<file path="src/rtl/dp_sched.sv">
// dp_sched: sclk divider plus round-robin select-window sequencer for a bank of dp_set writers.
// Each channel gets SETUP (value snapshot), SE_CYC sclk periods of se, then GAP periods of idle select.
module dp_sched #(
  parameter int NCH    = 4,
  parameter int DIV    = 50,
  parameter int SE_CYC = 10,
  parameter int GAP    = 2
) (
  input  logic              clk,
  input  logic              rst_n,
  input  logic              en,
  input  logic [8*NCH-1:0]  vec_in,
  output logic              sclk,
  output logic [NCH-1:0]    se,
  output logic [8*NCH-1:0]  vec_out,
  output logic              busy,
  output logic              frame_done
);

  localparam int DW   = (DIV > 1) ? $clog2(DIV) : 1;
  localparam int CW   = (NCH > 1) ? $clog2(NCH) : 1;
  localparam int TMAX = (SE_CYC > GAP) ? SE_CYC : GAP;
  localparam int TW   = (TMAX > 1) ? $clog2(TMAX) : 1;

  localparam logic [DW-1:0] DIV_LAST = DW'(DIV - 1);
  localparam logic [CW-1:0] CH_LAST  = CW'(NCH - 1);
  localparam logic [TW-1:0] SE_LAST  = TW'(SE_CYC - 1);
  localparam logic [TW-1:0] GAP_LAST = TW'(GAP - 1);

  localparam logic [1:0] ST_IDLE   = 2'd0;
  localparam logic [1:0] ST_SETUP  = 2'd1;
  localparam logic [1:0] ST_ACTIVE = 2'd2;
  localparam logic [1:0] ST_GAP    = 2'd3;

  logic [DW-1:0]    div_q, div_d;
  logic             sclk_q, sclk_d;
  logic             tick;
  logic [1:0]       state_q, state_d;
  logic [CW-1:0]    ch_q, ch_d;
  logic [TW-1:0]    tcnt_q, tcnt_d;
  logic [NCH-1:0]   se_q, se_d;
  logic [8*NCH-1:0] vec_out_q, vec_out_d;
  logic             busy_q, busy_d;
  logic             frame_done_q, frame_done_d;
  logic             latch;

  // Free-running divider; a tick is the clk cycle in which sclk rises.
  always_comb begin
    div_d  = div_q + 1'b1;
    sclk_d = sclk_q;
    tick   = 1'b0;
    if (div_q == DIV_LAST) begin
      div_d  = '0;
      sclk_d = ~sclk_q;
      tick   = ~sclk_q;
    end
  end

  always_comb begin
    state_d      = state_q;
    ch_d         = ch_q;
    tcnt_d       = tcnt_q;
    vec_out_d    = vec_out_q;
    frame_done_d = 1'b0;
    latch        = 1'b0;
    if (tick) begin
      case (state_q)
        ST_IDLE: begin
          if (en) begin
            state_d = ST_SETUP;
            ch_d    = '0;
            latch   = 1'b1;
          end
        end
        ST_SETUP: begin
          state_d = ST_ACTIVE;
          tcnt_d  = '0;
        end
        ST_ACTIVE: begin
          if (tcnt_q == SE_LAST) begin
            state_d = ST_GAP;
            tcnt_d  = '0;
          end else begin
            tcnt_d = tcnt_q + 1'b1;
          end
        end
        default: begin
          if (tcnt_q == GAP_LAST) begin
            // Dropping en skips the remaining channels; the next frame restarts at channel 0.
            frame_done_d = (ch_q == CH_LAST);
            if (en) begin
              state_d = ST_SETUP;
              ch_d    = (ch_q == CH_LAST) ? '0 : ch_q + 1'b1;
              latch   = 1'b1;
            end else begin
              state_d = ST_IDLE;
              ch_d    = '0;
            end
          end else begin
            tcnt_d = tcnt_q + 1'b1;
          end
        end
      endcase
    end
    if (latch) begin
      vec_out_d[8*ch_d +: 8] = vec_in[8*ch_d +: 8];
    end
  end

  always_comb begin
    se_d = '0;
    if (state_d == ST_ACTIVE) begin
      se_d[ch_d] = 1'b1;
    end
    busy_d = (state_d != ST_IDLE);
  end

  always_ff @(posedge clk or negedge rst_n) begin
    if (!rst_n) begin
      div_q        <= '0;
      sclk_q       <= 1'b0;
      state_q      <= ST_IDLE;
      ch_q         <= '0;
      tcnt_q       <= '0;
      se_q         <= '0;
      vec_out_q    <= {NCH{8'h7f}};
      busy_q       <= 1'b0;
      frame_done_q <= 1'b0;
    end else begin
      div_q        <= div_d;
      sclk_q       <= sclk_d;
      state_q      <= state_d;
      ch_q         <= ch_d;
      tcnt_q       <= tcnt_d;
      se_q         <= se_d;
      vec_out_q    <= vec_out_d;
      busy_q       <= busy_d;
      frame_done_q <= frame_done_d;
    end
  end

  assign sclk       = sclk_q;
  assign se         = se_q;
  assign vec_out    = vec_out_q;
  assign busy       = busy_q;
  assign frame_done = frame_done_q;

endmodule
</file>
<file path="config.mk">
export PLATFORM = sky130hd
export DESIGN_NAME = dp_sched
export DESIGN_NICKNAME = d
export VERILOG_FILES = /design/src/rtl/dp_sched.sv
export SDC_FILE = /design/constraint.sdc
export NUM_CORES = 1
export LEC_CHECK = 0
export BUFFER_PORTS_ARGS = -buffer_cell sky130_fd_sc_hd__buf_2
export CORE_ASPECT_RATIO = 0.9
export CORE_MARGIN = 10
export CORE_UTILIZATION = 51
export DETAILED_ROUTE_END_ITERATION = 6
export GPL_TIMING_DRIVEN = 0
export PLACE_DENSITY_LB_ADDON = 0.25
export SKIP_CTS_REPAIR_TIMING = 1
export SLEW_MARGIN = 10
export SYNTH_ARGS = -nofsm -noshare
export SYNTH_HDL_FRONTEND = slang
export SYNTH_SLANG_ARGS = --single-unit
</file>
<file path="constraint.sdc">
create_clock -name clk -period 4.05 [get_ports clk]
set_input_delay 0.405 -clock clk [delete_from_list [all_inputs] [get_ports clk]]
set_output_delay 0.405 -clock clk [all_outputs]
set_load 0.03 [all_outputs]
</file>
==> results.json <==
{
  "vias": 1916,
  "finish.instance_area_um2": 3068,
  "yosysMostFrequentCell": "nand2_1",
  "clkSinkCount": 53,
  "crit_type": "reg2reg",
  "synth_top_area_cell": "dfstp_2",
  "max-clock-path-buffers": 2,
  "hpwlAfterDp_um": 4176,
  "dieArea_um2": 8198,
  "grt_antenna_before_repair": 0,
  "synth-seq-cells": 53,
  "arrival_ps": 3500,
  "worstSetupEndpointType": "register",
  "outcome": "completed",
  "finalHoldViolCount": 0,
  "syn_area_um2": 2536,
  "critical-path-max-stage-delay_ps": 400,
  "cap_viol_max_count": 0,
  "multiInputGateArea_um2": 1100,
  "remaining_drc_errors": 0,
  "ir_worst_vdd_mv": 0.1735,
  "syn-num-nets": 281,
  "vias_per_cell": 5.055,
  "clkLatencyLatePin_ps": 300,
  "dieHeight_um": 86.90,
  "synthArstFlopShare_pct": 100.0,
  "rows": 24,
  "root_buffer": "clkbuf_8",
  "hp-class": "in2async",
  "syn_inst": 233,
  "synth_ff_type": "dfstp_2",
  "post_synth.cell_area_avg_um2": 10.88,
  "p_leak_nw": 1.463,
  "grt_overflow": 0,
  "drive_gt1_share_pct": 38.85,
  "port_buffers": 73,
  "pin_count": 74,
  "drv_slew": 0,
  "worst-path-max-fanout": 12,
  "wl_per_cell_um": 14.56,
  "synth_edf_count": 0,
  "finalSetupViolCount": 0,
  "drt_iter0_markers": 76,
  "final.min_clock_period_ps": 3270,
  "worstSetupStartpointType": "register",
  "critical_path.slowest_cell": "dfrtp_1",
  "tightest_slew_ps": 644.6,
  "yosysWarnings": 0,
  "coreArea_um2": 4835,
  "cts_tree": "done",
  "synthDistinctLibCells": 39,
  "fin_nets": 361,
  "seqCellArea_um2": 1361,
  "ys_seq_area_share_pct": 53.68,
  "post-route-period-util_pct": 80.75,
  "ys_top_cells_by_count": "nand2_1 (43), dfstp_2 (28), dfrtp_1 (25)",
  "finalSetupTns_ps": 0,
  "n_antenna_cell": 0,
  "cp_cell_sequence": "inv_1, ha_1, nand2b_4, nor3_4, and4b_2, a22o_1, buf_4, buf_4, inv_1, ha_1, nor3_1, nand4_1, o21ai_0",
  "grt_use_total_pct": 13.80,
  "totalWireLength_um": 5518,
  "clk_pin_slew_ps": 90,
  "drt-pass1-iter-count": 4,
  "die_x_um": 94.34,
  "grt_pass1_vias": 1987,
  "cts_buffers": 5,
  "synth_top_area_share_pct": 29.01,
  "place_area_um2": 2983,
  "htree_num_levels": 2,
  "synth_area_leaders": "dfstp_2 (29%), dfrtp_1 (25%), mux2i_1 (6.7%)",
  "grt_start_max_net_pins": 54,
  "initial_core_util_pct": 52.46,
  "areaGrowthSynthToFinish_pct": 20.97,
  "worst_clock_skew_ps": 4.431,
  "timing.fmax_ghz": 0.3058,
  "slew_headroom_pct": 57.03,
  "fillerInstances": 409,
  "grt_pass1_wl_um": 9163,
  "pwr_density_cell_nw_per_um2": 280.9,
  "worst_ep_required_time_ps": 4280,
  "antenna_left": 0,
  "rsz0062_at_grt": "no",
  "gp_congestion": 0.7322
}
==> critical path, delay by kind of cell, from the launching register on <==
family	cells	cell delay, ps
DFF	1	400
AOI/OAI and AO/OA	2	400
adders and majority gates	2	520
and+or+nand+nor	5	1240
buffers and inverters	4	630
==> through the flow <==
step	total power [W]	utilization, %	hold slack (ps)	setup slack [ps]	instances
finish	0.0008619	63.46	129.2	779.8	379
floorplan	0.0005557	-	109.4	1233	233
global placement	0.0005837	61.70	451.0	788.2	371
global route	0.0009029	63.46	163.8	436.3	379
CTS	0.0008730	63.41	361.5	715.5	379
detailed placement	0.0005850	61.70	455.5	732.3	371
==> worst paths after layout <==
| path | startpoint | to | slack (ps) | cells past startpoint |
|---|---|---|---|---|
| min reg2reg | vec_out[3] | vec_out[3] | 470 | 2 |
| min in group clk | vec_in[15] | vec_out[31] | 390 | 3 |
| max reg2reg | div_q[1] | vec_out[12] | 780 | 13 |
| max | div_q[1] | vec_out[12] | 780 | 13 |
| min | rst_n | tcnt_q[2] | 130 | 1 |
| max in group asynchronous | rst_n | ch_q[1] | 3500 | 1 |
==> sequential cells by signal, indices dropped and copies added (netlist names) <==
register,flops
state_q,2
sclk,1
busy,1
ch_q,2
tcnt_q,4
frame_done,1
div_q,6
se,4
vec_out,32
==> power by group <==
| group | internal, W | switching [W] |
|---|---|---|
| sequential | 0.000531 | 0 |
| clock | 0.000120 | 0.000167 |
| combinational | 0.0000193 | 0.0000243 |
| total | 0.000671 | 0.000191 |
==> cell type report <==
type	instances	share of cell area, %
plain buffers	4	1.223
multi-input cells	166	35.85
inverters	10	1.223
repair buffers	73	11.99
clock inverters	2	0.3263
well taps	65	2.651
clock buffers	6	2.365
flip-flops and latches	53	44.37
==> metal layers <==
layer	GRT usage (%)	wire length, µm	vias up
met5	0	0	-
met4	4.828	82	0
met3	5.086	434	10
met2	20.95	2479	57
met1	17.60	2522	888
li1	-	-	961
==> logic make-up after synthesis <==
kind of cell / share of synthesized area [%]
XOR/XNOR: 1.382
buffers and inverters: 2.960
flip-flops: 53.68
adder cells (fa/ha/maj): 6.414
AO/OA/AOI/OAI: 11.45
multiplexers: 6.709
AND/OR/NAND/NOR: 17.41
==> cell usage in the layout (no fill, tap or decap), types with 2 or more instances in the layout <==
cell / count
clkinv_2: 2
nand4_1: 2
buf_6: 2
buf_2: 72
nand3_1: 2
xnor2_1: 2
o21ai_1: 17
nand2_1: 43
a22o_1: 3
ha_1: 13
dfstp_2: 28
and2_1: 4
or3_1: 2
buf_4: 3
xor2_1: 2
clkbuf_8: 5
nand2_2: 2
nand2b_1: 4
nor3_1: 2
inv_1: 10
nor2_1: 8
o21ai_0: 22
and3_1: 2
dfrtp_1: 25
or2b_1: 2
a21oi_1: 2
mux2i_1: 17
No activity file was read; power rests on OpenSTA's default activity.
